--- src/rtl/seq_sub64_pkg.sv ---
// rtl/seq_sub64_pkg.sv - shared FSM state type and default sizing for seq_sub64
package seq_sub64_pkg;

    localparam int DEF_WIDTH  = 64;
    localparam int DEF_CHUNK  = 16;
    localparam int DEF_NCHUNK = DEF_WIDTH / DEF_CHUNK;
    localparam int IDX_W      = (DEF_NCHUNK > 1) ? $clog2(DEF_NCHUNK) : 1;

    typedef enum logic [1:0] {
        ST_IDLE = 2'd0,
        ST_RUN  = 2'd1,
        ST_DONE = 2'd2
    } state_t;

endpackage

--- src/rtl/seq_sub64_sub_chunk.sv ---
// rtl/seq_sub64_sub_chunk.sv - combinational W-bit ripple subtractor (x - y - bi) from full-adder cells
module sub_chunk #(
    parameter int W = 16
) (
    input  logic [W-1:0] x,
    input  logic [W-1:0] y,
    input  logic         bi,
    output logic [W-1:0] d,
    output logic         bo
);

    logic c;

    // x + ~y + ~bi through a full-adder chain; borrow-out is the inverted final carry
    always_comb begin
        d = '0;
        c = ~bi;
        for (int i = 0; i < W; i++) begin
            d[i] = x[i] ^ ~y[i] ^ c;
            c    = (x[i] & ~y[i]) | (c & (x[i] ^ ~y[i]));
        end
        bo = ~c;
    end

endmodule

--- src/rtl/seq_sub64.sv ---
// rtl/seq_sub64.sv - multi-cycle subtractor, one CHUNK slice per clock; SEQ_SUB64_OVF_EN adds signed overflow output ovf
module seq_sub64
    import seq_sub64_pkg::*;
#(
    parameter int WIDTH = DEF_WIDTH,
    parameter int CHUNK = DEF_CHUNK
) (
    input  logic             clk,
    input  logic             rst,
    input  logic             start,
    input  logic [WIDTH-1:0] a,
    input  logic [WIDTH-1:0] b,
    input  logic             bin,
    output logic             busy,
    output logic             done,
    output logic [WIDTH-1:0] diff,
    output logic             bout
`ifdef SEQ_SUB64_OVF_EN
    ,
    output logic             ovf
`endif
);

    localparam int NCHUNK = WIDTH / CHUNK;
    localparam int IDXW   = (NCHUNK > 1) ? $clog2(NCHUNK) : 1;
    localparam logic [IDXW-1:0] LAST = IDXW'(NCHUNK - 1);

    state_t           state, next_state;
    logic             accept;
    logic [WIDTH-1:0] a_q, b_q, diff_q;
    logic             brw_q, bout_q;
    logic [IDXW-1:0]  idx_q;
    logic [CHUNK-1:0] slice_d;
    logic             slice_bo;

    // single shared slice subtractor, fed by the slice selected by idx
    sub_chunk #(.W(CHUNK)) u_sub_chunk (
        .x  (a_q[idx_q*CHUNK +: CHUNK]),
        .y  (b_q[idx_q*CHUNK +: CHUNK]),
        .bi (brw_q),
        .d  (slice_d),
        .bo (slice_bo)
    );

    // state register
    always_ff @(posedge clk) begin
        if (rst) state <= ST_IDLE;
        else     state <= next_state;
    end

    // next-state and status outputs; start is only honoured in IDLE or DONE
    always_comb begin
        next_state = state;
        busy       = 1'b0;
        done       = 1'b0;
        accept     = 1'b0;
        case (state)
            ST_IDLE: begin
                if (start) begin
                    accept     = 1'b1;
                    next_state = ST_RUN;
                end
            end
            ST_RUN: begin
                busy = 1'b1;
                if (idx_q == LAST) next_state = ST_DONE;
            end
            ST_DONE: begin
                done = 1'b1;
                if (start) begin
                    accept     = 1'b1;
                    next_state = ST_RUN;
                end else begin
                    next_state = ST_IDLE;
                end
            end
            default: next_state = ST_IDLE;
        endcase
    end

    // operand capture on accept, then one slice result and borrow per RUN cycle
    always_ff @(posedge clk) begin
        if (rst) begin
            a_q    <= '0;
            b_q    <= '0;
            brw_q  <= 1'b0;
            idx_q  <= '0;
            diff_q <= '0;
            bout_q <= 1'b0;
        end else if (accept) begin
            a_q   <= a;
            b_q   <= b;
            brw_q <= bin;
            idx_q <= '0;
        end else if (state == ST_RUN) begin
            diff_q[idx_q*CHUNK +: CHUNK] <= slice_d;
            brw_q <= slice_bo;
            idx_q <= idx_q + 1'b1;
            if (idx_q == LAST) bout_q <= slice_bo;
        end
    end

    assign diff = diff_q;
    assign bout = bout_q;

`ifdef SEQ_SUB64_OVF_EN
    logic ovf_q;

    // signed overflow: operand signs differ and the result sign departs from the minuend
    always_ff @(posedge clk) begin
        if (rst) begin
            ovf_q <= 1'b0;
        end else if (state == ST_RUN && idx_q == LAST) begin
            ovf_q <= (a_q[WIDTH-1] ^ b_q[WIDTH-1]) & (slice_d[CHUNK-1] ^ a_q[WIDTH-1]);
        end
    end

    assign ovf = ovf_q;
`endif

endmodule

--- config.mk ---
export PLATFORM = sky130hd
export DESIGN_NAME = seq_sub64
export DESIGN_NICKNAME = d
export VERILOG_FILES = /design/src/rtl/seq_sub64_pkg.sv /design/src/rtl/seq_sub64_sub_chunk.sv /design/src/rtl/seq_sub64.sv
export SDC_FILE = /design/constraint.sdc
export NUM_CORES = 1
export LEC_CHECK = 0
export ABC_AREA = 1
export CORE_AREA = 2 2 132 134
export CTS_BUF_LIST = sky130_fd_sc_hd__clkbuf_2 sky130_fd_sc_hd__clkbuf_4 sky130_fd_sc_hd__clkbuf_8
export DETAILED_ROUTE_END_ITERATION = 8
export DIE_AREA = 0 0 134 136
export PLACE_DENSITY = 0.81
export SLEW_MARGIN = 10
export SYNTH_ARGS = -nofsm -noshare
export SYNTH_HDL_FRONTEND = slang
export SYNTH_SLANG_ARGS = --single-unit
--- constraint.sdc ---
create_clock -name clk -period 8.1 [get_ports clk]
set_input_delay 1.62 -clock clk [delete_from_list [all_inputs] [get_ports clk]]
set_output_delay 1.62 -clock clk [all_outputs]
set_load 0.03 [all_outputs]
==> metrics <==
outcome completed; post-route ant nets 0; fin nets 1464; post-DP HPWL 17300 µm; slowest stage delay, CP 0.63 ns; Initial Utilization 50.6%; vias in the first global route 7535; pins over their slew limit 0; Setup Buffers After CTS 0; Max Clk Rate 134 MHz; dpl ws 0.678 ns; 1st-iter DRT viols 822; fillers 1493; Post-synth EDFFs 0; Hold Crit Class reg2reg; final WL 24300 µm; async set or reset register ratio after synthesis 0%; most used cell, CP fa_1; crit path time final 7.48 ns; PortBufs 198; max_cap viols 0; Clock Sinks 198; first-pass GRT wire length 37800 µm; Routed WL per cell 15.7 µm; Final Setup Violations 0; Fin Hold WS 0.453 ns; via count 8179; register area 0.00397 mm²; io pins 199; crit-path max FO 25; Area growth syn-to-layout 27.2%; RSZ-0062 raised after global routing false; Hold Buf Count CTS 0; Placed Cells 1516; leading cell type in the layout, fill and taps excluded nor2_1; Critical Path Source Type flip-flop; register area share after synthesis 46.5%; yosys warns 0; crit end category flip-flop; final worst slack 0.624 ns; Mapped Area 0.00853 mm²; CTS root buffer clkbuf_8; Yosys cell types 24; CP max-delay cell dfxtp_2; CTS tree done; area of the core 0.0169 mm²; DIE AREA 0.0182 mm²; fraction of layout cells with a size suffix above 1 4.76%; most common flop cell mapped by yosys dfxtp_1; Max VDD drop 0.000123 V; clk slew on worst S/H paths 0.10 ns; PwrDens 198 mW/mm²; grt total ovfl 0; Mapped Nets 1319; FP Rows 48; H-tree Lvls 4; clk_skew 0.0119 ns; Buf/Inv on CP 5; most frequent cells in the layout nor2_1, o21ai_0, clkdlybuf4s50_1, dfxtp_1, nand2_1; fin cells 1548; DRT Pass-1 Iters 6; Multi-input gate area 0.00400 mm²; Setup CP Type reg2reg; TNS Setup 0 ns; DIE WIDTH 134 µm; ANT cells 0; worst path arrival time 7.89 ns; clock latency on the worst-skew pair 0.49 ns; gr usage total 26.5%; largest net degree at the start of global routing 149; Worst-Margin Slew 1.21 ns; Rel. slew slack 19.1%; TritonCTS buffer count 17; Die Ht 136 µm; Final Hold Vio Count 0; # DRC 0; CP Data Required Time 8.52 ns; Leak Pwr 4.18 nW; CTS resizes 0; Largest delay share family, worst path adder cells; Via density 5.28; Post-Synthesis Cells 1165; Final period util 92.3%; clk buf depth 2; gpl congestion 0.883; number of antenna violations at the first check in global routing 0; final core occ 64.3%; syn avg cell area 7.32 µm²; #FFs+latches synth 198
[final timing paths]
check,start,end,slack (ns),depth (start not counted)
min,b_q[6]$_SDFFE_PP0P_,b_q[6]$_SDFFE_PP0P_,0.45,2
max,idx_q[0]$_SDFFE_PP0P_,diff[63]$_SDFFE_PP0P_,0.62,27
min reg2reg,b_q[6]$_SDFFE_PP0P_,b_q[6]$_SDFFE_PP0P_,0.45,2
max reg2reg,idx_q[0]$_SDFFE_PP0P_,diff[63]$_SDFFE_PP0P_,0.62,27
[metrics by stage]
stage / area [µm²] / total power [mW]
after detailed placement: 10500 / 1.55
after floorplan: 8530 / 1.37
after global placement: 10500 / 1.54
after global routing: 10900 / 2.25
after CTS: 10900 / 2.15
final: 10900 / 2.15
[cell usage after synthesis, types with 2 or more instances]
cell type  count  area, µm²
nor2_1       341       1280
o21ai_0      208       1040
dfxtp_1      198       3960
nand2_1      141        529
a21oi_1       95        475
clkbuf_1      42        158
inv_1         34        128
buf_2         28        140
fa_1          16        320
o22ai_1       16        100
buf_4          9       67.6
inv_2          7       26.3
ha_1           6       75.1
nand3_1        6       30.0
buf_6          4       45.0
nor2_4         4       45.0
nand2_2        2       12.5
nand3_4        2       35.0
[where the power goes]
| group | internal [mW] | total (mW) | leakage [nW] | switching, mW |
|---|---|---|---|---|
| logic | 0.186 | 0.456 | 2.38 | 0.270 |
| clock network | 0.270 | 0.618 | 0.175 | 0.349 |
| registers | 1.04 | 1.08 | 1.63 | 0.0399 |
[flip-flops by register name, summed over array words and instances (netlist names)]
signal / cells
a_q: 64
b_q: 64
bout: 1
brw_q: 1
diff: 64
idx_q: 2
state: 2
[layout make-up]
type / instances / area share, %
multi-input cells: 842 / 36.8
flip-flops and latches: 198 / 36.5
repair buffers: 209 / 19.0
clock buffers: 21 / 2.61
well taps: 225 / 2.59
inverters: 42 / 1.49
clock inverters: 11 / 0.934
[tightest hold or removal path: cells and delay by family, from the launching register on]
kind	cells	cell delay, ns
DFF	1	0.31
buffers and inverters	1	0.05
AOI/OAI and AO/OA	1	0.05
[per-layer routing]
| metal | routed length, µm | global-route usage [%] | share of wire [%] | vias to the layer above |
|---|---|---|---|---|
| met5 | 0 | 0 | 0 | - |
| met4 | 407 | 7.98 | 1.7 | 0 |
| met3 | 1950 | 5.44 | 8.0 | 30 |
| met2 | 11400 | 43.6 | 47 | 356 |
| met1 | 10600 | 35.2 | 44 | 3752 |
| li1 | - | - | - | 4041 |
[cell families after synthesis]
group / Yosys count / share of synthesized area (%)
simple gates: 499 / 23.1
compound gates: 321 / 19.1
flops: 198 / 46.5
buf+inv: 125 / 6.69
fa+ha+maj: 22 / 4.63
(Power assumes the default switching activity.)
